--- src/rtl/seg_pkg.sv ---
// Seven-segment pattern constants, digit indices and shared decode helpers.
`timescale 1ns/1ps
package seg_pkg;

  localparam logic [6:0] SEG_0     = 7'h40;
  localparam logic [6:0] SEG_1     = 7'h79;
  localparam logic [6:0] SEG_2     = 7'h24;
  localparam logic [6:0] SEG_3     = 7'h30;
  localparam logic [6:0] SEG_4     = 7'h19;
  localparam logic [6:0] SEG_5     = 7'h12;
  localparam logic [6:0] SEG_6     = 7'h02;
  localparam logic [6:0] SEG_7     = 7'h78;
  localparam logic [6:0] SEG_8     = 7'h00;
  localparam logic [6:0] SEG_9     = 7'h10;
  localparam logic [6:0] SEG_BLANK = 7'h7F;

  localparam logic [1:0] DIG_SEC_ONES = 2'd0;
  localparam logic [1:0] DIG_SEC_TENS = 2'd1;
  localparam logic [1:0] DIG_MIN_ONES = 2'd2;
  localparam logic [1:0] DIG_MIN_TENS = 2'd3;

  typedef struct packed {
    logic [3:0] value;
    logic       blank;
    logic       invalid;
  } seg_dec_t;

  typedef enum logic {TRACK = 1'b0, HELD = 1'b1} stab_state_t;

  function automatic seg_dec_t seg_to_bcd(input logic [6:0] seg);
    seg_dec_t d;
    d.value   = 4'hF;
    d.blank   = 1'b0;
    d.invalid = 1'b0;
    case (seg)
      SEG_0:     d.value = 4'd0;
      SEG_1:     d.value = 4'd1;
      SEG_2:     d.value = 4'd2;
      SEG_3:     d.value = 4'd3;
      SEG_4:     d.value = 4'd4;
      SEG_5:     d.value = 4'd5;
      SEG_6:     d.value = 4'd6;
      SEG_7:     d.value = 4'd7;
      SEG_8:     d.value = 4'd8;
      SEG_9:     d.value = 4'd9;
      SEG_BLANK: begin
        d.value = 4'd0;
        d.blank = 1'b1;
      end
      default:   d.invalid = 1'b1;
    endcase
    return d;
  endfunction

  // Exactly one anode driven low selects a digit; idle and multi-drive are rejected.
  function automatic logic anode_legal(input logic [3:0] an);
    return (an == 4'b1110) || (an == 4'b1101) || (an == 4'b1011) || (an == 4'b0111);
  endfunction

  function automatic logic [1:0] anode_to_idx(input logic [3:0] an);
    logic [1:0] idx;
    case (an)
      4'b0111: idx = DIG_MIN_TENS;
      4'b1011: idx = DIG_MIN_ONES;
      4'b1101: idx = DIG_SEC_TENS;
      default: idx = DIG_SEC_ONES;
    endcase
    return idx;
  endfunction

endpackage

--- src/rtl/seg_decode.sv ---
// Combinational active-low segment pattern to BCD decoder with blank/invalid flags.
`timescale 1ns/1ps
module seg_decode
  import seg_pkg::*;
(
  input  logic [6:0] seg,
  output logic [3:0] value,
  output logic       blank,
  output logic       invalid
);

  seg_dec_t dec;

  always_comb begin
    dec = seg_to_bcd(seg);
  end

  assign value   = dec.value;
  assign blank   = dec.blank;
  assign invalid = dec.invalid;

endmodule

--- src/rtl/seven_seg_capture.sv ---
// Debounces a multiplexed 4-digit seven-segment scan and publishes decoded mm:ss frames.
// Optional MMSS_RANGE_CHECK_EN adds rangeErr (tens digits above 5 or any invalid digit).
`timescale 1ns/1ps
module seven_seg_capture
  import seg_pkg::*;
#(
  parameter int STABLE_CYCLES  = 16,
  parameter int TIMEOUT_CYCLES = 500000
) (
  input  logic        clk,
  input  logic        rstN,
  input  logic [3:0]  boardAnode,
  input  logic [6:0]  segmentLed,
  output logic [15:0] digits,
  output logic [3:0]  blankMask,
  output logic [3:0]  invalidMask,
  output logic        frameValid,
  output logic        digitStrobe,
  output logic [1:0]  digitIdx,
`ifdef MMSS_RANGE_CHECK_EN
  output logic        rangeErr,
`endif
  output logic        scanStall
);

  localparam int CNT_W = $clog2(STABLE_CYCLES);
  localparam int TO_W  = $clog2(TIMEOUT_CYCLES + 1);
  localparam logic [CNT_W-1:0] CNT_LAST = CNT_W'(STABLE_CYCLES - 1);
  localparam logic [TO_W-1:0]  TO_MAX   = TO_W'(TIMEOUT_CYCLES);

  logic [3:0]       s_anode;
  logic [6:0]       s_seg;
  stab_state_t      state, state_nxt;
  logic [CNT_W-1:0] stab_cnt, stab_cnt_nxt;
  logic             same, accept;
  logic [1:0]       acc_idx;
  logic [3:0]       acc_bit;
  logic [3:0]       dec_value;
  logic             dec_blank, dec_invalid;
  logic [3:0][3:0]  sh_val;
  logic [3:0]       sh_blank, sh_inv, cap_mask;
  logic             frame_done;
  logic [TO_W-1:0]  to_cnt;

  seg_decode u_decode (
    .seg     (s_seg),
    .value   (dec_value),
    .blank   (dec_blank),
    .invalid (dec_invalid)
  );

  // The incoming sample is compared against S, so the count reflects how long S has held.
  assign same       = (boardAnode == s_anode) && (segmentLed == s_seg);
  assign accept     = (state == TRACK) && (stab_cnt == CNT_LAST) && anode_legal(s_anode);
  assign acc_idx    = anode_to_idx(s_anode);
  assign acc_bit    = accept ? (4'b0001 << acc_idx) : 4'b0000;
  assign frame_done = (cap_mask == 4'hF);
  assign scanStall  = (to_cnt == TO_MAX);

  always_comb begin
    state_nxt    = state;
    stab_cnt_nxt = '0;
    if (!same) begin
      state_nxt = TRACK;
    end else if (accept) begin
      state_nxt = HELD;
    end else if (state == TRACK && anode_legal(boardAnode) && stab_cnt != CNT_LAST) begin
      stab_cnt_nxt = stab_cnt + CNT_W'(1);
    end
  end

  always_ff @(posedge clk or negedge rstN) begin
    if (!rstN) begin
      s_anode     <= '0;
      s_seg       <= '0;
      state       <= TRACK;
      stab_cnt    <= '0;
      digitStrobe <= 1'b0;
      digitIdx    <= '0;
    end else begin
      s_anode     <= boardAnode;
      s_seg       <= segmentLed;
      state       <= state_nxt;
      stab_cnt    <= stab_cnt_nxt;
      digitStrobe <= accept;
      if (accept) digitIdx <= acc_idx;
    end
  end

  // A digit accepted while the full mask is being retired seeds the next frame.
  always_ff @(posedge clk or negedge rstN) begin
    if (!rstN) begin
      sh_val      <= '0;
      sh_blank    <= '0;
      sh_inv      <= '0;
      cap_mask    <= '0;
      digits      <= '0;
      blankMask   <= '0;
      invalidMask <= '0;
      frameValid  <= 1'b0;
    end else begin
      if (accept) begin
        sh_val[acc_idx]   <= dec_value;
        sh_blank[acc_idx] <= dec_blank;
        sh_inv[acc_idx]   <= dec_invalid;
      end
      cap_mask   <= frame_done ? acc_bit : (cap_mask | acc_bit);
      frameValid <= frame_done;
      if (frame_done) begin
        digits      <= sh_val;
        blankMask   <= sh_blank;
        invalidMask <= sh_inv;
      end
    end
  end

`ifdef MMSS_RANGE_CHECK_EN
  logic range_bad;
  // Blank tens digits are exempt so an adjust-mode blink is not flagged.
  assign range_bad = (|sh_inv)
                   || (sh_val[DIG_SEC_TENS] > 4'd5 && !sh_blank[DIG_SEC_TENS])
                   || (sh_val[DIG_MIN_TENS] > 4'd5 && !sh_blank[DIG_MIN_TENS]);

  always_ff @(posedge clk or negedge rstN) begin
    if (!rstN) begin
      rangeErr <= 1'b0;
    end else if (frame_done) begin
      rangeErr <= range_bad;
    end
  end
`endif

  always_ff @(posedge clk or negedge rstN) begin
    if (!rstN) begin
      to_cnt <= '0;
    end else if (accept) begin
      to_cnt <= '0;
    end else if (to_cnt != TO_MAX) begin
      to_cnt <= to_cnt + TO_W'(1);
    end
  end

endmodule
--- config.mk ---
export PLATFORM = sky130hd
export DESIGN_NAME = seven_seg_capture
export DESIGN_NICKNAME = d
export VERILOG_FILES = /design/src/rtl/seg_pkg.sv /design/src/rtl/seg_decode.sv /design/src/rtl/seven_seg_capture.sv
export SDC_FILE = /design/constraint.sdc
export NUM_CORES = 1
export LEC_CHECK = 0
export BUFFER_PORTS_ARGS = -buffer_cell sky130_fd_sc_hd__buf_4
export CELL_PAD_IN_SITES_DETAIL_PLACEMENT = 0
export CELL_PAD_IN_SITES_GLOBAL_PLACEMENT = 1
export CORE_ASPECT_RATIO = 0.7
export CORE_MARGIN = 1
export CORE_UTILIZATION = 25
export DETAILED_ROUTE_END_ITERATION = 10
export GPL_TIMING_DRIVEN = 0
export PLACE_DENSITY = 0.58
export SYNTH_ARGS = -nofsm -noshare
export SYNTH_HDL_FRONTEND = slang
export SYNTH_HIERARCHICAL = 1
export SYNTH_SLANG_ARGS = --single-unit
--- constraint.sdc ---
create_clock -name clk -period 5 [get_ports clk]
set_input_delay 0.25 -clock clk [delete_from_list [all_inputs] [get_ports clk]]
set_output_delay 0.25 -clock clk [all_outputs]
set_load 0.05 [all_outputs]
# == After elaboration in Yosys (flattened, before gate mapping) ==
# Cells that the tools add are included.
# Widths: inputs -> output; s select.
# totals
register_bits,91
latchBits,0
ram_bits,0
romBits,0
inputBits,13
out_inout_bits,29
elab_cells,87
n_memories,0
# classes
add_sub_neg,2
multipliers,0
n_div,0
order_cmp,2
n_eq_ne,26
n_shift,1
mux,20
bitwise,2
reduce_logical,16
# ops
op,count
$pmux 4 s10,1
$mux 19,2
$eq 4x4->1 const B,8
$eq 7x7->1 const B,4
$mux 4,6
$eq 7x5->1 const B,3
$add 19x1->19 const B,1
$eq 19x19->1 const B,1
$ne 19x19->1 const B,1
$bwmux 16,1
$eq 7x6->1 const B,2
$reduce_or 11->1,1
$bwmux 4,2
$demux 4 s2,1
$eq 4x3->1 const B,2
$eq 7x2->1 const B,1
$eq 7x7->1,1
$logic_not 7->1,1
$logic_and 1x1->1,6
$logic_or 1x1->1,6
$pmux 2 s3,1
$mux 1,5
$add 4x1->4 const B,1
$eq 4x4->1,1
other kinds (10),10

# == Depth between registers and ports, before layout ==
# logic_depth
word_depth,9
depth_mapped,8
ltp_nobuf,6

# == By module ==
# Netlist, hierarchy kept.
# modules_own_cells
module,n_inst,cells_each,area_each_um2,seq_area_each_um2
seven_seg_capture,1,339,3799.9,2277.2
seg_decode,1,30,203.9,0.0

# == Worst setup path before layout ==
# Ideal clock, no wire load.
# synth_timing
kind,register to register
startpoint,reg stab_cnt[0]
endpoint,reg sh_blank[2]
setup_ns,0.125
arrival_time_ns,1.790
setup_slack_ns,3.085
stages_incl_launch_ff,7
n_path_buf,1
cell_sequence,dfrtp_1 > ha_1 > nand3_2 > or2_1 > buf_6 > nor4b_4 > mux2_2
# synth_between
elab_chain_len,3
# synth_lines
item,line_no,source
"start, declared",seven_seg_capture.sv:34,"logic [CNT_W-1:0] stab_cnt, stab_cnt_nxt;"
"start signal, assigned",seven_seg_capture.sv:84,stab_cnt <= stab_cnt_nxt;
$eq 4x4->1,seven_seg_capture.sv:54,assign accept = (state == TRACK) && (stab_cnt == CNT_LAST) && anode_legal(s_anode);
$logic_and 1x1->1 (2 in series),seven_seg_capture.sv:54,
"end signal, assigned by index",seven_seg_capture.sv:104,sh_blank[acc_idx] <= dec_blank;
"end, declared",seven_seg_capture.sv:41,"logic [3:0] sh_blank, sh_inv, cap_mask;"
# Every way passes these cells.
# A chain may end at the register's enable or synchronous reset.

# == Worst setup path after layout ==
# layout_timing
startpoint,reg stab_cnt[0]
endpoint,reg sh_val[10] (netlist name)
# layout_between
elab_chain_len,3
# layout_lines
item,line_no,source
$eq 4x4->1,seven_seg_capture.sv:54,
$logic_and 1x1->1 (2 in series),seven_seg_capture.sv:54,
"end signal, assigned by index",seven_seg_capture.sv:103,sh_val[acc_idx] <= dec_value;
"end, declared",seven_seg_capture.sv:40,logic [3:0][3:0] sh_val;
# Every way passes these cells.

==> flow_metrics.env <==
export IMPL_setup_viol_count_final=0
export IMPL_maxSlewViolCount=0
export IMPL_dr_pass1_iters=4
export IMPL_ys_types=48
export IMPL_cts_hold_buffers=0
export IMPL_p_per_area_nw_per_um2=300.8
export IMPL_dp_hpwl_um=6138
export IMPL_setup_worst_path_end_class="flip-flop"
export IMPL_nets=437
export IMPL_fin_area_um2=4857
export IMPL_cap_violations=0
export IMPL_nFillCells=1640
export IMPL_antenna_left=0
export IMPL_antenna_found_initial=0
export IMPL_clock_power_share_pct=45.3
export IMPL_ys_ff_latch=91
export IMPL_cts_root_buf="clkbuf_16"
export IMPL_power_leakage_nw=2.366
export IMPL_rsz0062_at_grt="no"
export IMPL_syn_inst=369
export IMPL_core_area_um2=15600
export IMPL_worst_setup_path_start_kind="flip-flop"
export IMPL_finalCritPeriodShare_pct=44.70
export IMPL_die_x_um=153.3
export IMPL_io_pins=42
export IMPL_clk_latency_ps=340
export IMPL_gp_congestion=0.7188
export IMPL_grt_pass1_vias=2863
export IMPL_net_switching_power_mw=0.3529
export IMPL_cp_required_ps=5230
export IMPL_critical_path_arrival_ps=2460
export IMPL_synthArstFlopShare_pct=100.0
export IMPL_clock_sinks=91
export IMPL_synth_edff_count=0
export IMPL_final_setup_tns_ps=0
export IMPL_synth_area_leaders="dfrtp_1, nand2_1, mux2_2"
export IMPL_grt_overflow_total=0
export IMPL_start_util_pct=25.67
export IMPL_synth_main_ff_cell="dfrtp_1"
export IMPL_min_path_type="in -> reg"
export IMPL_yosysSeqAreaShare_pct=56.88
export IMPL_die_area_um2=16530
export IMPL_p_seq_share_pct=51.1
export IMPL_drt_total_wl_um=8680
export IMPL_cts_max_path_buffers=2
export IMPL_grt_max_degree=92
export IMPL_status="finished clean"
export IMPL_skew_ps=13.35
export IMPL_path_class="reg -> reg"
export IMPL_numCtsBuffers=9
export IMPL_fmax_ghz=0.4475
export IMPL_numPortBuffers=41
export IMPL_swShare_pct=24.15
export IMPL_worst_pin_slew_ps=1180
export IMPL_synth_most_common_cell="dfrtp_1"
export IMPL_synth_area_um2=4004
export IMPL_p_int_mw=1.108
export IMPL_postCtsResizedCells=0
export IMPL_vias_per_cell=4.521
export IMPL_grtUsageTotal_pct=11.67
export IMPL_synth_avg_cell_area_um2=10.85
export IMPL_grt_first_pass_wirelength_um=14950
export IMPL_crit_fanout=8
export IMPL_ys_warn_count=6
export IMPL_tritoncts="done"
export IMPL_vias=2830
export IMPL_ir_drop_uv=139.4
export IMPL_synth_net_count=385
export IMPL_htree_num_levels=3
export IMPL_slew_headroom_pct=21.31
export IMPL_finalPower_mw=1.461
export IMPL_drt_iter0_drc=98
export IMPL_cts_setup_buffers=0
export IMPL_die_h_um=107.9
export IMPL_drc=0
export IMPL_finalHoldWorstSlack_ps=34.17
export IMPL_hold_viol=0
export IMPL_drive_gt1_share_pct=23.71
export IMPL_clkTransAtPathRegs_ps=70
export IMPL_avgRoutedWirePerCell_um=13.87
export IMPL_area_growth_syn_to_layout_pct=21.31
export IMPL_synth_common_cells="dfrtp_1, nand2_1, nor2_1"
export IMPL_placed_area_um2=4562
export IMPL_power_frac_comb_pct=3.6
export IMPL_fin_crit_ps=2235
export IMPL_rows=38
export IMPL_yosys_area_top_type="dfrtp_1"
export IMPL_diodes=0
export IMPL_synth_top_cell_area_share_pct=56.88
-- logic make-up after synthesis --
group                      share of synthesized area, %
and+or+nand+nor                                   22.25
AOI/OAI and AO/OA                                 4.500
buffers and inverters                             2.125
adders and majority gates                        0.9376
DFF                                               56.87
xor gates and xnor gates                          6.562
muxes                                             6.750
-- cells in the final DEF (no fill, tap or decap), types with 6 or more instances in the layout --
cell type and n:
nand2_1 81, inv_1 7, nand3_1 13, mux2_2 24, clkbuf_16 9, a21oi_1 6
nor3_1 10, dfrtp_1 91, xor2_1 13, xnor2_1 17, nor4_1 15, nor2_1 26
nand4_1 6, buf_4 41, o21ai_0 6
-- final cells by class --
class | count | area, um^2 | area share, %
Inverter | 8 | 30.03 | 0.6182
Buffer | 11 | 55.05 | 1.133
Timing Repair Buffer | 41 | 307.8 | 6.337
Clock buffer | 9 | 225.2 | 4.637
Clock inverter | 7 | 70.07 | 1.443
Multi-Input combinational cell | 259 | 1642 | 33.80
Sequential cell | 91 | 2277 | 46.88
Tap cell | 200 | 250.2 | 5.152
-- final timing paths --
kind / slack (ps) / start / depth (start not counted) / to
min in group asynchronous: 100 / rstN / 1 / blankMask[3]
max in group asynchronous: 4090 / rstN / 1 / s_anode[1]
max: 2770 / stab_cnt[0] / 6 / sh_val[10]
max reg2reg: 2770 / stab_cnt[0] / 6 / sh_val[10]
min reg2reg: 460 / sh_inv[0] / 2 / invalidMask[0]
min: 30 / segmentLed[0] / 1 / s_seg[0]
-- worst max-delay path: stages (launching register included) --
cell     delay, ps
dfrtp_1        380
ha_1           240
nand3_2        120
or2_1          240
buf_6          140
nor4b_4        590
mux2_2         410
-- power by group through the flow --
stage	clock, mW	combinational, mW	sequential (mW)
final	0.662	0.0527	0.747
after detailed placement	0	0.0548	0.761
after global routing	0.722	0.0600	0.748
after CTS	0.691	0.0550	0.746
after floorplan	0	0.0227	0.759
after global placement	0	0.0533	0.761
-- routing by layer --
layer,track usage [%],wire length (um)
met4,3.175,69
met3,3.341,298
met1,16.56,4581
met2,17.16,3731
met5,0,0
-- per-stage QoR --
stage                     instances  util (%)  setup WS [ps]
after CTS                       626     31.15           2749
after detailed placement        610     29.25           2751
after global placement          610     29.25           2779
after floorplan                 369         -           3085
final                           626     31.15           2765
after global routing            626     31.15           2642
-- registers in the layout (all words and copies together) (netlist names) --
name         cells
state            1
sh_blank         4
cap_mask         4
s_anode          4
stab_cnt         4
digitStrobe      1
sh_inv           4
frameValid       1
invalidMask      4
blankMask        4
digits          16
to_cnt          19
digitIdx         2
s_seg            7
sh_val          16
Power figures use the tool's default switching activity.
